$ cat config.mk
export PLATFORM = sky130hd
export DESIGN_NAME = ucode_datapath
export DESIGN_NICKNAME = d
export VERILOG_FILES = /design/src/rtl/ucode_pkg.sv /design/src/rtl/ucode_vector_fsm.sv /design/src/rtl/ucode_datapath.sv
export SDC_FILE = /design/constraint.sdc
export NUM_CORES = 1
export LEC_CHECK = 0
export CAP_MARGIN = 20
export CORE_MARGIN = 5
export CORE_UTILIZATION = 55
export CTS_CLUSTER_SIZE = 14
export DETAILED_ROUTE_END_ITERATION = 10
export PLACE_DENSITY = 0.9
export SYNTH_ARGS = -nofsm -noshare
export SYNTH_HDL_FRONTEND = slang
export SYNTH_HIERARCHICAL = 1
export SYNTH_SLANG_ARGS = --single-unit
$ cat constraint.sdc
create_clock -name fclk -period 3.5 [get_ports fclk]
set_input_delay 0.525 -clock fclk [delete_from_list [all_inputs] [get_ports fclk]]
set_output_delay 0.525 -clock fclk [all_outputs]
set_load 0.03 [all_outputs]
$ cat src/rtl/ucode_pkg.sv
// Encodings shared between the microcode sequencer and ucode_datapath:
// bus/address select codes, control-word bit positions, vector constants.
package ucode_pkg;

  localparam logic [3:0] SRC_Y     = 4'h0;
  localparam logic [3:0] SRC_X     = 4'h1;
  localparam logic [3:0] SRC_SP    = 4'h2;
  localparam logic [3:0] SRC_ALU   = 4'h3;
  localparam logic [3:0] SRC_A     = 4'h4;
  localparam logic [3:0] SRC_PCL   = 4'h5;
  localparam logic [3:0] SRC_PCH   = 4'h6;
  localparam logic [3:0] SRC_IDLB  = 4'h7;
  localparam logic [3:0] SRC_DBUFF = 4'h8;
  localparam logic [3:0] SRC_PSR   = 4'h9;
  localparam logic [3:0] SRC_ZERO  = 4'hA;

  localparam logic [2:0] AH_ONE  = 3'b010;
  localparam logic [2:0] AH_PCH  = 3'b101;
  localparam logic [2:0] AH_IDLA = 3'b110;
  localparam logic [2:0] AL_Y    = 3'b000;
  localparam logic [2:0] AL_X    = 3'b001;
  localparam logic [2:0] AL_SP   = 3'b010;
  localparam logic [2:0] AL_ALU  = 3'b011;
  localparam logic [2:0] AL_PCL  = 3'b101;
  localparam logic [2:0] AL_IDLB = 3'b110;

  localparam int LSE_ALU_COMPUTE     = 15;
  localparam int LSE_LOAD_Y          = 14;
  localparam int LSE_LOAD_X          = 13;
  localparam int LSE_LOAD_SP         = 12;
  localparam int LSE_LOAD_ALU        = 11;
  localparam int LSE_LOAD_A          = 10;
  localparam int LSE_LOAD_PCL        = 9;
  localparam int LSE_LOAD_PCH        = 8;
  localparam int LSE_LOAD_PSR        = 7;
  localparam int LSE_LOAD_BUS_BUFFER = 6;
  localparam int LSE_LOAD_DATA_LATCH = 5;
  localparam int LSE_LOAD_IREG       = 4;
  localparam int LSE_UPDATE_STATUS   = 3;
  localparam int LSE_MOV_ALU_TO_ACC  = 2;
  localparam int LSE_MOV_ACC_TO_ALU  = 1;
  localparam int LSE_MOV_LOW_TO_ALU  = 0;

  localparam int IDC_INC_PC    = 9;
  localparam int IDC_INC_SP    = 8;
  localparam int IDC_DEC_SP    = 7;
  localparam int IDC_INC_X     = 6;
  localparam int IDC_DEC_X     = 5;
  localparam int IDC_INC_Y     = 4;
  localparam int IDC_DEC_Y     = 3;
  localparam int IDC_INC_A     = 2;
  localparam int IDC_DEC_A     = 1;
  localparam int IDC_CLEAR_IDL = 0;

  localparam int VEC_START = 4;
  localparam int VEC_RESET = 3;
  localparam int VEC_NMI   = 2;
  localparam int VEC_IRQ   = 1;
  localparam int VEC_STACK = 0;

  localparam logic [15:0] VEC_BASE_RESET = 16'hFFFC;
  localparam logic [15:0] VEC_BASE_NMI   = 16'hFFFA;
  localparam logic [15:0] VEC_BASE_IRQ   = 16'hFFFE;

  typedef enum logic [2:0] {
    ST_IDLE, ST_STK0, ST_STK1, ST_STK2, ST_VECL, ST_VECH
  } vec_state_t;

  function automatic logic [15:0] vec_base(input logic [4:0] ops);
    if (ops[VEC_RESET]) return VEC_BASE_RESET;
    if (ops[VEC_NMI])   return VEC_BASE_NMI;
    return VEC_BASE_IRQ;
  endfunction

  function automatic logic [7:0] step8(input logic [7:0] v, input logic inc, input logic dec);
    if (inc && !dec) return v + 8'd1;
    if (dec && !inc) return v - 8'd1;
    return v;
  endfunction

endpackage

$ cat src/rtl/ucode_vector_fsm.sv
// Reset/NMI/IRQ vector-fetch sequencer; the dummy stack reads exist only
// when UCODE_DP_STACK_INIT_EN is defined. All outputs are registered.
module ucode_vector_fsm
  import ucode_pkg::*;
(
  input  logic        i_fclk,
  input  logic        i_reset,
  input  logic [4:0]  i_vec_ops,
  output logic        o_busy,
  output logic        o_stk,
  output logic        o_vecl,
  output logic        o_vech,
  output logic        o_sp_fd,
  output logic [15:0] o_vec_addr
);

  // state | meaning
  // IDLE  | sequencer owns the datapath
  // STK0-2| dummy stack reads at {01,SP}, SP decrements
  // VECL  | read vector low byte into PCL
  // VECH  | read vector high byte into PCH, set I, clear D
  vec_state_t  r_state;
  logic        r_busy, r_stk, r_vecl, r_vech, r_sp_fd;
  logic [15:0] r_addr;

  always_ff @(posedge i_fclk) begin
    if (i_reset) begin
      r_state <= ST_IDLE;
      r_busy  <= 1'b0;
      r_stk   <= 1'b0;
      r_vecl  <= 1'b0;
      r_vech  <= 1'b0;
      r_sp_fd <= 1'b0;
      r_addr  <= 16'h0000;
    end else begin
      case (r_state)
        ST_IDLE: if (i_vec_ops[VEC_START]) begin
          r_busy <= 1'b1;
          r_addr <= vec_base(i_vec_ops);
`ifdef UCODE_DP_STACK_INIT_EN
          r_sp_fd <= 1'b0;
          if (i_vec_ops[VEC_STACK]) begin
            r_state <= ST_STK0;
            r_stk   <= 1'b1;
          end else begin
            r_state <= ST_VECL;
            r_vecl  <= 1'b1;
          end
`else
          // Without dummy reads the stack bit just presets SP during VECL
          r_sp_fd <= i_vec_ops[VEC_STACK];
          r_state <= ST_VECL;
          r_vecl  <= 1'b1;
`endif
        end
`ifdef UCODE_DP_STACK_INIT_EN
        ST_STK0: r_state <= ST_STK1;
        ST_STK1: r_state <= ST_STK2;
        ST_STK2: begin
          r_state <= ST_VECL;
          r_stk   <= 1'b0;
          r_vecl  <= 1'b1;
        end
`endif
        ST_VECL: begin
          r_state <= ST_VECH;
          r_vecl  <= 1'b0;
          r_vech  <= 1'b1;
          r_sp_fd <= 1'b0;
          r_addr  <= r_addr + 16'd1;
        end
        ST_VECH: begin
          r_state <= ST_IDLE;
          r_vech  <= 1'b0;
          r_busy  <= 1'b0;
        end
        default: begin
          r_state <= ST_IDLE;
          r_busy  <= 1'b0;
          r_stk   <= 1'b0;
          r_vecl  <= 1'b0;
          r_vech  <= 1'b0;
          r_sp_fd <= 1'b0;
        end
      endcase
    end
  end

  assign o_busy     = r_busy;
  assign o_stk      = r_stk;
  assign o_vecl     = r_vecl;
  assign o_vech     = r_vech;
  assign o_sp_fd    = r_sp_fd;
  assign o_vec_addr = r_addr;

endmodule

$ cat src/rtl/ucode_datapath.sv
// 65C02 execution datapath driven by the microcode control word.
// UCODE_DP_STACK_INIT_EN adds dummy stack reads to the vector sequence.
module ucode_datapath
  import ucode_pkg::*;
#(
  parameter logic [7:0] RESET_SP  = 8'h00,
  parameter logic [7:0] RESET_PSR = 8'h34
) (
  input  logic        fclk,
  input  logic        reset,
  input  logic [3:0]  signal_set,
  input  logic [7:0]  data_bus_set,
  input  logic [5:0]  address_bus_set,
  input  logic [15:0] load_store_execute,
  input  logic [5:0]  alu_operations_regs,
  input  logic [9:0]  inc_dec_clr,
  input  logic [7:0]  status_flags,
  input  logic [4:0]  vector_operations,
  input  logic        adb_to_pc,
  input  logic [7:0]  data_in,
  input  logic [7:0]  alu_result,
  input  logic [7:0]  alu_flags,
  output logic [15:0] addr_out,
  output logic [7:0]  data_out,
  output logic        rwb,
  output logic        vpb_n,
  output logic        mlb_n,
  output logic        sync,
  output logic [7:0]  alu_a,
  output logic [7:0]  alu_b,
  output logic [5:0]  alu_op,
  output logic        alu_go,
  output logic [7:0]  ireg,
  output logic        busy
);

  logic [7:0]  r_a, r_x, r_y, r_sp, r_psr, r_dbuff, r_idl_a, r_idl_b, r_ireg, r_alu_a, r_alu_b;
  logic [15:0] r_pc;
  logic        r_hold;
  logic        w_busy, w_stk, w_vecl, w_vech, w_sp_fd, w_ctrl_any, w_force, w_adb;
  logic [15:0] w_vec_addr, w_lse, w_addr;
  logic [9:0]  w_idc;
  logic [3:0]  w_rd_src, w_wr_dst;
  logic [7:0]  w_bus, w_addr_h, w_addr_l;
  logic        w_ld_y, w_ld_x, w_ld_sp, w_ld_alu, w_ld_a, w_ld_pcl, w_ld_pch, w_ld_psr;

  ucode_vector_fsm u_vec (
    .i_fclk(fclk), .i_reset(reset), .i_vec_ops(vector_operations),
    .o_busy(w_busy), .o_stk(w_stk), .o_vecl(w_vecl), .o_vech(w_vech),
    .o_sp_fd(w_sp_fd), .o_vec_addr(w_vec_addr)
  );

  assign w_ctrl_any = |{signal_set, data_bus_set, address_bus_set, load_store_execute,
                        inc_dec_clr, status_flags, vector_operations, adb_to_pc};
  // Pins stay parked after reset until the sequencer issues its first word
  assign w_force  = reset | (r_hold & ~w_ctrl_any);
  assign w_rd_src = w_busy ? SRC_ZERO : data_bus_set[7:4];
  assign w_wr_dst = data_bus_set[3:0];
  assign w_lse    = w_busy ? 16'h0000 : load_store_execute;
  assign w_idc    = w_busy ? 10'h000 : inc_dec_clr;
  assign w_adb    = adb_to_pc & ~w_busy;

  assign w_ld_y   = w_lse[LSE_LOAD_Y]   && (w_wr_dst == SRC_Y);
  assign w_ld_x   = w_lse[LSE_LOAD_X]   && (w_wr_dst == SRC_X);
  assign w_ld_sp  = w_lse[LSE_LOAD_SP]  && (w_wr_dst == SRC_SP);
  assign w_ld_alu = w_lse[LSE_LOAD_ALU] && (w_wr_dst == SRC_ALU);
  assign w_ld_a   = w_lse[LSE_LOAD_A]   && (w_wr_dst == SRC_A);
  assign w_ld_pcl = w_lse[LSE_LOAD_PCL] && (w_wr_dst == SRC_PCL);
  assign w_ld_pch = w_lse[LSE_LOAD_PCH] && (w_wr_dst == SRC_PCH);
  assign w_ld_psr = w_lse[LSE_LOAD_PSR] && (w_wr_dst == SRC_PSR);

  always_comb begin
    w_bus = 8'h00;
    case (w_rd_src)
      SRC_Y:     w_bus = r_y;
      SRC_X:     w_bus = r_x;
      SRC_SP:    w_bus = r_sp;
      SRC_ALU:   w_bus = alu_result;
      SRC_A:     w_bus = r_a;
      SRC_PCL:   w_bus = r_pc[7:0];
      SRC_PCH:   w_bus = r_pc[15:8];
      SRC_IDLB:  w_bus = r_idl_b;
      SRC_DBUFF: w_bus = r_dbuff;
      SRC_PSR:   w_bus = r_psr;
      default:   w_bus = 8'h00;
    endcase
  end

  always_comb begin
    w_addr_h = 8'h00;
    w_addr_l = 8'h00;
    case (address_bus_set[5:3])
      AH_ONE:  w_addr_h = 8'h01;
      AH_PCH:  w_addr_h = r_pc[15:8];
      AH_IDLA: w_addr_h = r_idl_a;
      default: w_addr_h = 8'h00;
    endcase
    case (address_bus_set[2:0])
      AL_Y:    w_addr_l = r_y;
      AL_X:    w_addr_l = r_x;
      AL_SP:   w_addr_l = r_sp;
      AL_ALU:  w_addr_l = alu_result;
      AL_PCL:  w_addr_l = r_pc[7:0];
      AL_IDLB: w_addr_l = r_idl_b;
      default: w_addr_l = 8'h00;
    endcase
    if (w_force)     w_addr = 16'hFFFF;
    else if (w_busy) w_addr = w_stk ? {8'h01, r_sp} : w_vec_addr;
    else             w_addr = {w_addr_h, w_addr_l};
  end

  always_ff @(posedge fclk) begin
    if (reset) begin
      r_a <= 8'h00;  r_x <= 8'h00;  r_y <= 8'h00;
      r_sp <= RESET_SP;  r_psr <= RESET_PSR;  r_pc <= 16'h0000;
      r_dbuff <= 8'h00;  r_idl_a <= 8'h00;  r_idl_b <= 8'h00;
      r_ireg <= 8'h00;  r_alu_a <= 8'h00;  r_alu_b <= 8'h00;
      r_hold <= 1'b1;
    end else begin
      r_hold <= r_hold & ~w_ctrl_any;

      if (w_ld_a) r_a <= w_bus;
      else if (w_lse[LSE_MOV_ALU_TO_ACC]) r_a <= alu_result;
      else r_a <= step8(r_a, w_idc[IDC_INC_A], w_idc[IDC_DEC_A]);

      if (w_ld_x) r_x <= w_bus;
      else r_x <= step8(r_x, w_idc[IDC_INC_X], w_idc[IDC_DEC_X]);

      if (w_ld_y) r_y <= w_bus;
      else r_y <= step8(r_y, w_idc[IDC_INC_Y], w_idc[IDC_DEC_Y]);

      if (w_stk) r_sp <= r_sp - 8'd1;
      else if (w_vecl && w_sp_fd) r_sp <= 8'hFD;
      else if (w_ld_sp) r_sp <= w_bus;
      else r_sp <= step8(r_sp, w_idc[IDC_INC_SP], w_idc[IDC_DEC_SP]);

      if (w_lse[LSE_MOV_ACC_TO_ALU]) r_alu_a <= r_a;
      if (w_ld_alu) r_alu_b <= w_bus;
      else if (w_lse[LSE_MOV_LOW_TO_ALU]) r_alu_b <= w_addr[7:0];

      if (w_vecl) r_pc[7:0] <= data_in;
      else if (w_vech) r_pc[15:8] <= data_in;
      else if (w_adb) r_pc <= w_addr;
      else if (w_ld_pcl) r_pc[7:0] <= w_bus;
      else if (w_ld_pch) r_pc[15:8] <= w_bus;
      else if (w_idc[IDC_INC_PC]) r_pc <= r_pc + 16'd1;

      // Bits 5:4 of PSR are hard ones on the 65C02
      if (w_vech) r_psr <= (r_psr | 8'h04) & 8'hF7;
      else if (w_ld_psr) r_psr <= w_bus | 8'h30;
      else if (w_lse[LSE_UPDATE_STATUS])
        r_psr <= (r_psr & ~status_flags) | (alu_flags & status_flags);

      if (w_lse[LSE_LOAD_BUS_BUFFER]) r_dbuff <= data_in;
      if (w_lse[LSE_LOAD_IREG]) r_ireg <= data_in;
      if (w_lse[LSE_LOAD_DATA_LATCH]) begin
        r_idl_a <= data_in;
        r_idl_b <= r_idl_a;
      end else if (w_idc[IDC_CLEAR_IDL]) begin
        r_idl_a <= 8'h00;
        r_idl_b <= 8'h00;
      end
    end
  end

  assign addr_out = w_addr;
  assign data_out = w_bus;
  assign rwb      = (w_force | w_busy) ? 1'b1 : signal_set[0];
  assign mlb_n    = (w_force | w_busy) ? 1'b1 : ~signal_set[1];
  assign sync     = (w_force | w_busy) ? 1'b0 : signal_set[2];
  assign vpb_n    = w_force ? 1'b1 : ~((signal_set[3] & ~w_busy) | w_vecl | w_vech);
  assign alu_a    = r_alu_a;
  assign alu_b    = r_alu_b;
  assign alu_op   = alu_operations_regs;
  assign alu_go   = w_lse[LSE_ALU_COMPUTE];
  assign ireg     = r_ireg;
  assign busy     = w_busy;

endmodule

After elaboration in Yosys (flattened, before gate mapping)
Cells that the tools add are included.
{"block": "totals", "word_cells": 232, "ff_bits": 128, "in_bits": 90, "output_inout_bits": 60}
{"block": "op_classes", "reduce_logical": 47, "muxes": 105, "bitwise": 19, "addsub": 10, "eq_ne": 30}
{"cell": "$mux W8", "count": 36}
{"cell": "$mux W16", "count": 10}
{"cell": "$pmux W8 S10", "count": 1}
{"cell": "$reduce_or A58 Y1", "count": 1}
{"cell": "$pmux W8 S6", "count": 1}
{"cell": "$mux W1", "count": 47}
{"cell": "$add A16 B1 Y16 const B", "count": 2}
{"cell": "$add A8 B1 Y8 const B", "count": 4}
{"cell": "$pmux W16 S2", "count": 1}
{"cell": "$sub A8 B1 Y8 const B", "count": 4}
{"cell": "$eq A4 B3 Y1 const B", "count": 7}
{"cell": "$pmux W8 S3", "count": 1}
{"cell": "$eq A3 B3 Y1 const B", "count": 6}
{"cell": "$logic_and A1 B1 Y1", "count": 17}
{"cell": "$and A8 B8 Y8", "count": 2}
{"cell": "$eq A4 B2 Y1 const B", "count": 4}
{"cell": "$reduce_bool A4 Y1", "count": 4}
{"cell": "$eq A4 B4 Y1 const B", "count": 3}
{"cell": "$mux W10", "count": 1}
{"cell": "$eq A3 B2 Y1 const B", "count": 3}
{"cell": "$eq A4 B1 Y1 const B", "count": 2}
{"cell": "$logic_not A1 Y1", "count": 8}
{"cell": "$logic_not A4 Y1", "count": 2}
{"cell": "$not A1 Y1", "count": 8}
{"cell": "19 further kinds", "count": 36}

Longest topological paths before layout
{"block": "depth", "ltp_word": 15, "depth_mapped": 14, "mapped_depth_nobuf": 10}

Hierarchy
The synthesis kept the hierarchy.
{"mod": "ucode_datapath", "seq_area_each_um2": 2102.0, "cells_per_inst": 1071, "area_per_inst_um2": 8049.0, "n_inst": 1}
{"mod": "ucode_vector_fsm", "seq_area_each_um2": 440.4, "cells_per_inst": 116, "area_per_inst_um2": 1051.0, "n_inst": 1}

Least setup slack after synthesis
Ideal clock, no wire load.
{"block": "synth_path", "path_type": "reg-to-reg", "from": "reg u_vec.r_busy, in the netlist u_vec/o_busy", "to": "reg r_a[6]", "path_slack_ns": 0.804, "setup_ns": 0.075, "arrival_time_ns": 2.621, "required_time_ns": 3.425, "path_stages_with_launch": 15, "path_buffers": 4, "period_less_slack_ns": 2.696, "path_cell_list": "dfxtp_1 buf_6 buf_6 inv_2 clkbuf_1 nand2_1 inv_1 ha_1 nand2b_1 clkbuf_1 nor4_1 o2bb2ai_1 xor2_1 nand3_1 a31oi_1"}
{"block": "synth_via", "elab_chain_len": 10, "elab_cells_between_ends": 34, "classes_between": "9 x eq/ne; 18 x mux; 7 x reduce/logical"}
{"element": "start, declared", "line_no": "ucode_vector_fsm.sv:23", "text": "logic r_busy, r_stk, r_vecl, r_vech, r_sp_fd;"}
{"element": "start signal, assigned", "line_no": "ucode_vector_fsm.sv:29", "text": "r_busy <= 1'b0;"}
{"element": "start signal, assigned", "line_no": "ucode_vector_fsm.sv:38", "text": "r_busy <= 1'b1;"}
{"element": "start signal, assigned", "line_no": "ucode_vector_fsm.sv:75", "text": "r_busy <= 1'b0;"}
{"element": "$mux W10", "line_no": "ucode_datapath.sv:60", "text": "assign w_idc = w_busy ? 10'h000 : inc_dec_clr;"}
{"element": "$logic_not A1 Y1", "line_no": "ucode_pkg.sv:76", "text": "if (inc && !dec) return v + 8'd1;"}
{"element": "$logic_and A1 B1 Y1", "line_no": "ucode_pkg.sv:76"}
{"element": "$mux W1", "line_no": "ucode_pkg.sv:76"}
{"element": "$mux W1", "line_no": "ucode_datapath.sv:123", "text": "else if (w_lse[LSE_MOV_ALU_TO_ACC]) r_a <= alu_result;"}
{"element": "$mux W1", "line_no": "ucode_datapath.sv:122", "text": "if (w_ld_a) r_a <= w_bus;"}
{"element": "$mux W1", "line_no": "ucode_datapath.sv:113", "text": "if (reset) begin"}
{"element": "$mux W8", "line_no": "ucode_pkg.sv:77", "text": "if (dec && !inc) return v - 8'd1;"}
{"element": "$mux W8", "line_no": "ucode_datapath.sv:123"}
{"element": "$mux W8", "line_no": "ucode_datapath.sv:122"}
{"element": "end signal, assigned", "line_no": "ucode_datapath.sv:122"}
{"element": "end signal, assigned", "line_no": "ucode_datapath.sv:123"}
{"element": "end signal, assigned", "line_no": "ucode_datapath.sv:124", "text": "else r_a <= step8(r_a, w_idc[IDC_INC_A], w_idc[IDC_DEC_A]);"}
{"element": "end, declared", "line_no": "ucode_datapath.sv:37", "text": "logic [7:0] r_a, r_x, r_y, r_sp, r_psr, r_dbuff, r_idl_a, r_idl_b, r_ireg, r_alu_a, r_alu_b;"}
Parallel ways exist; a longest one is shown, timed or not. The select of a mux whose other input is x is not followed.
A chain may end at the register's enable or synchronous reset.

Worst setup path in the final report
{"block": "layout_path", "from": "in status_flags[7]", "to": "out sync"}
{"block": "layout_via", "elab_chain_len": 6}
{"element": "start, declared", "line_no": "ucode_datapath.sv:17", "text": "input logic [7:0] status_flags,"}
{"element": "$reduce_or A58 Y1", "line_no": "ucode_datapath.sv:53", "text": "assign w_ctrl_any = |{signal_set, data_bus_set, address_bus_set, load_store_execute,"}
{"element": "$not A1 Y1", "line_no": "ucode_datapath.sv:56", "text": "assign w_force = reset | (r_hold & ~w_ctrl_any);"}
{"element": "$and A1 B1 Y1", "line_no": "ucode_datapath.sv:56"}
{"element": "$or A1 B1 Y1", "line_no": "ucode_datapath.sv:56"}
{"element": "$or A1 B1 Y1", "line_no": "ucode_datapath.sv:170", "text": "assign sync = (w_force | w_busy) ? 1'b0 : signal_set[2];"}
{"element": "$mux W1", "line_no": "ucode_datapath.sv:170"}
{"element": "end, declared", "line_no": "ucode_datapath.sv:28", "text": "output logic sync,"}
No other way between the ends.

==> out/qor.yml <==
status:
  status: "finished with violations"
  failed_checks: "negative setup slack"
clock_network:
  cts_tree: "built"
  insertion_delay_ns: 0.43
  clock-sinks: 127
  htree_levels: 4
  cts_max_path_buffers: 2
  cts_resized: 0
  clk_pin_slew_ns: 0.05
  cts_hold_buf: 0
  postCtsSetupRepairBufs: 0
  cts-buffers-inserted: 17
  cts_root_buffer: "clkbuf_16"
floorplan:
  boundaryPins: 150
  fp.dieW_um: 139
  coreArea_um2: 16400
  num_rows: 47
  dieArea_um2: 19200
  die_h_um: 139
  initial_utilization_pct: 55.5
place:
  place_ws_ns: 0.0308
  portBuffers: 137
  dpl_cell_area_um2: 11000
  dp_hpwl_um: 28600
  gp_congestion: 1.07
setup_path:
  reg2reg_to: "r_pc[5]"
  crit_path_max_incr_delay_ns: 0.60
  path_cells: "clkdlybuf4s50_1 -> nor4_1 -> nand4_1 -> o41a_1 -> and3_1 -> clkdlybuf4s50_1"
  crit_required_ns: 2.97
  r2r_cells: 7
  slowest_stage: "clkdlybuf4s50_1"
  critPathCaptureType: "output port"
  cp_max_fo: 3
  reg2reg_setup_slack_ns: 0.74
  setup.worst_path.start_class: "input pin"
  path_delay_family: "buffers and inverters"
  cp_num_buf_inv: 2
  crit_type: "input pin to output port"
  critPathMostFrequentCell: "clkdlybuf4s50_1"
  arrival_ns: 3.02
  r2r-start: "u_vec/o_busy"
synthesis:
  ys.warnings.count: 6
  syn_avg_cell_area_um2: 7.67
  synthDistinctLibCells: 97
  netlist_instances: 1187
  yosys_register_bits: 127
  netlist_area_um2: 9100
  synth_edf_count: 0
  ys.flop_type: "dfxtp_1"
  syn_nets: 1289
  synth-async-reset-ratio_pct: 0
  yosysSeqAreaShare_pct: 27.9
layout:
  final_cell_area_um2: 11600
  drive_gt1_share_pct: 13.4
  fin_nets: 1421
  mostFrequentLayoutCells: "nor2_1 (126), dfxtp_1 (126), nand2_1 (122)"
  diodes: 0
  syn2layout_area_growth_pct: 27.4
global_route:
  grt_pass1_wl_um: 56700
  grt_pass1_vias: 9693
  grt_usage_pct: 37.2
  antenna_found_initial: 0
  grt_max_degree: 58
  grt-ovfl-total: 0
timing:
  hold_viol_final: 0
  max_freq_mhz: 282
  finalCritPeriodShare_pct: 101
  skew_ns: 0.00918
  tightest_slew_ns: 1.03
  fin_crit_ns: 3.54
  setup_ws_ns: -0.0421
  maxSlewHeadroom_pct: 30.9
  grt_setup_unrepaired: "no"
  drv_slew: 0
  setup_viol: 1
routing:
  drt.antenna.violating_nets: 0
  drc: 0
  drt_iter0_markers: 1915
  wl_per_cell_um: 24.6
  wirelength_um: 38100
  via_count: 10725
  first_pass_iters: 7
  viasPerCell: 6.92
power:
  cellLeakagePower_nw: 4.45
  vdd_ir_drop_max_mv: 0.361
  power_density_nw_per_um2: 439
hold_path:
  holdCritPathClass: "register to register"
  min_from: "alu_a[1]"
  whs_endpoint: "alu_a[1]"
  whs_path_depth: 2
flow_run:
  maxCapViolCount: 0
final cells by class:
class                           count  area (µm²)
Multi-Input combinational cell    938        6030
Fill cell                        1267        4820
Sequential cell                   127        2540
Timing Repair Buffer              211        2080
Clock buffer                       23         458
Tap cell                          220         275
Clock inverter                      7         113
Inverter                           24        90.1
kinds of logic (layout without fill, tap and decap cells):
kind of cell / count (synthesis) / after routing / synth area share [%]
buffers and inverters: 122 / 265 / 5.95
muxes: 56 / 56 / 6.96
and+or+nand+nor: 512 / 512 / 29.3
other: 1 / 1 / 0.0412
DFF: 127 / 127 / 27.9
xor gates and xnor gates: 57 / 57 / 5.49
adders and majority gates: 12 / 12 / 1.65
AOI/OAI and AO/OA: 300 / 300 / 22.6
cells in the mapped netlist (all sizes together), types with 30 or more instances:
master  instances  area (µm²)
nand2         123         469
nand3          52         265
dfxtp         127        2540
xor2           30         263
nor2          127         479
mux2i          43         430
buf            39         229
nand4          31         221
a21oi          71         355
clkbuf         59         223
o21ai          48         240
stage by stage:
stage	cells	utilization (%)	hold WS, ns	total power, mW	setup TNS, ns
after global placement	1520	67.1	0.448	3.23	0
after global routing	1550	70.6	0.483	5.23	0
after CTS	1550	70.6	0.452	5.02	0
after detailed placement	1520	67.1	0.450	3.25	0
after floorplan	1187	-	0.430	2.64	0
final	1550	70.6	0.456	5.09	-0.0421
worst max path at each step:
stage,start,end,cells after the start
floorplan,u_vec/o_busy,r_a[6],14
global placement,load_store_execute[14],sync,6
detailed placement,load_store_execute[14],sync,6
CTS,load_store_execute[14],sync,6
global route,status_flags[7],sync,6
finish,status_flags[7],sync,6
report_power, final:
group / internal (mW) / switching (mW) / leakage [nW]
registers: 1.58 / 0.267 / 1.04
logic: 0.635 / 0.820 / 3.13
clock network: 1.13 / 0.665 / 0.277
worst register-to-register path, stage by stage, from the launching register on:
cell	delay, ns
dfxtp_2	0.65
buf_4	0.43
nor2b_1	0.23
nor3_1	0.43
and3_1	0.35
a21boi_0	0.13
mux2_2	0.28
a31oi_1	0.18
sequential cells by signal, indices dropped and copies added (netlist names), 8 cells and up, named ones only:
name / cells
r_idl_b: 8
r_a: 8
u_vec/o_vec_addr: 16
alu_b: 8
r_pc: 16
alu_a: 8
r_x: 8
r_dbuff: 8
r_idl_a: 8
ireg: 8
r_y: 8
r_sp: 8
routing by layer:
metal	vias up	track usage (%)	part of all wire [%]
met5	-	0	0
met4	0	16.5	5.6
met3	203	10.1	13
met2	893	56.5	43
met1	4981	49.8	38
li1	4648	-	-
(Power assumes the default switching activity.)
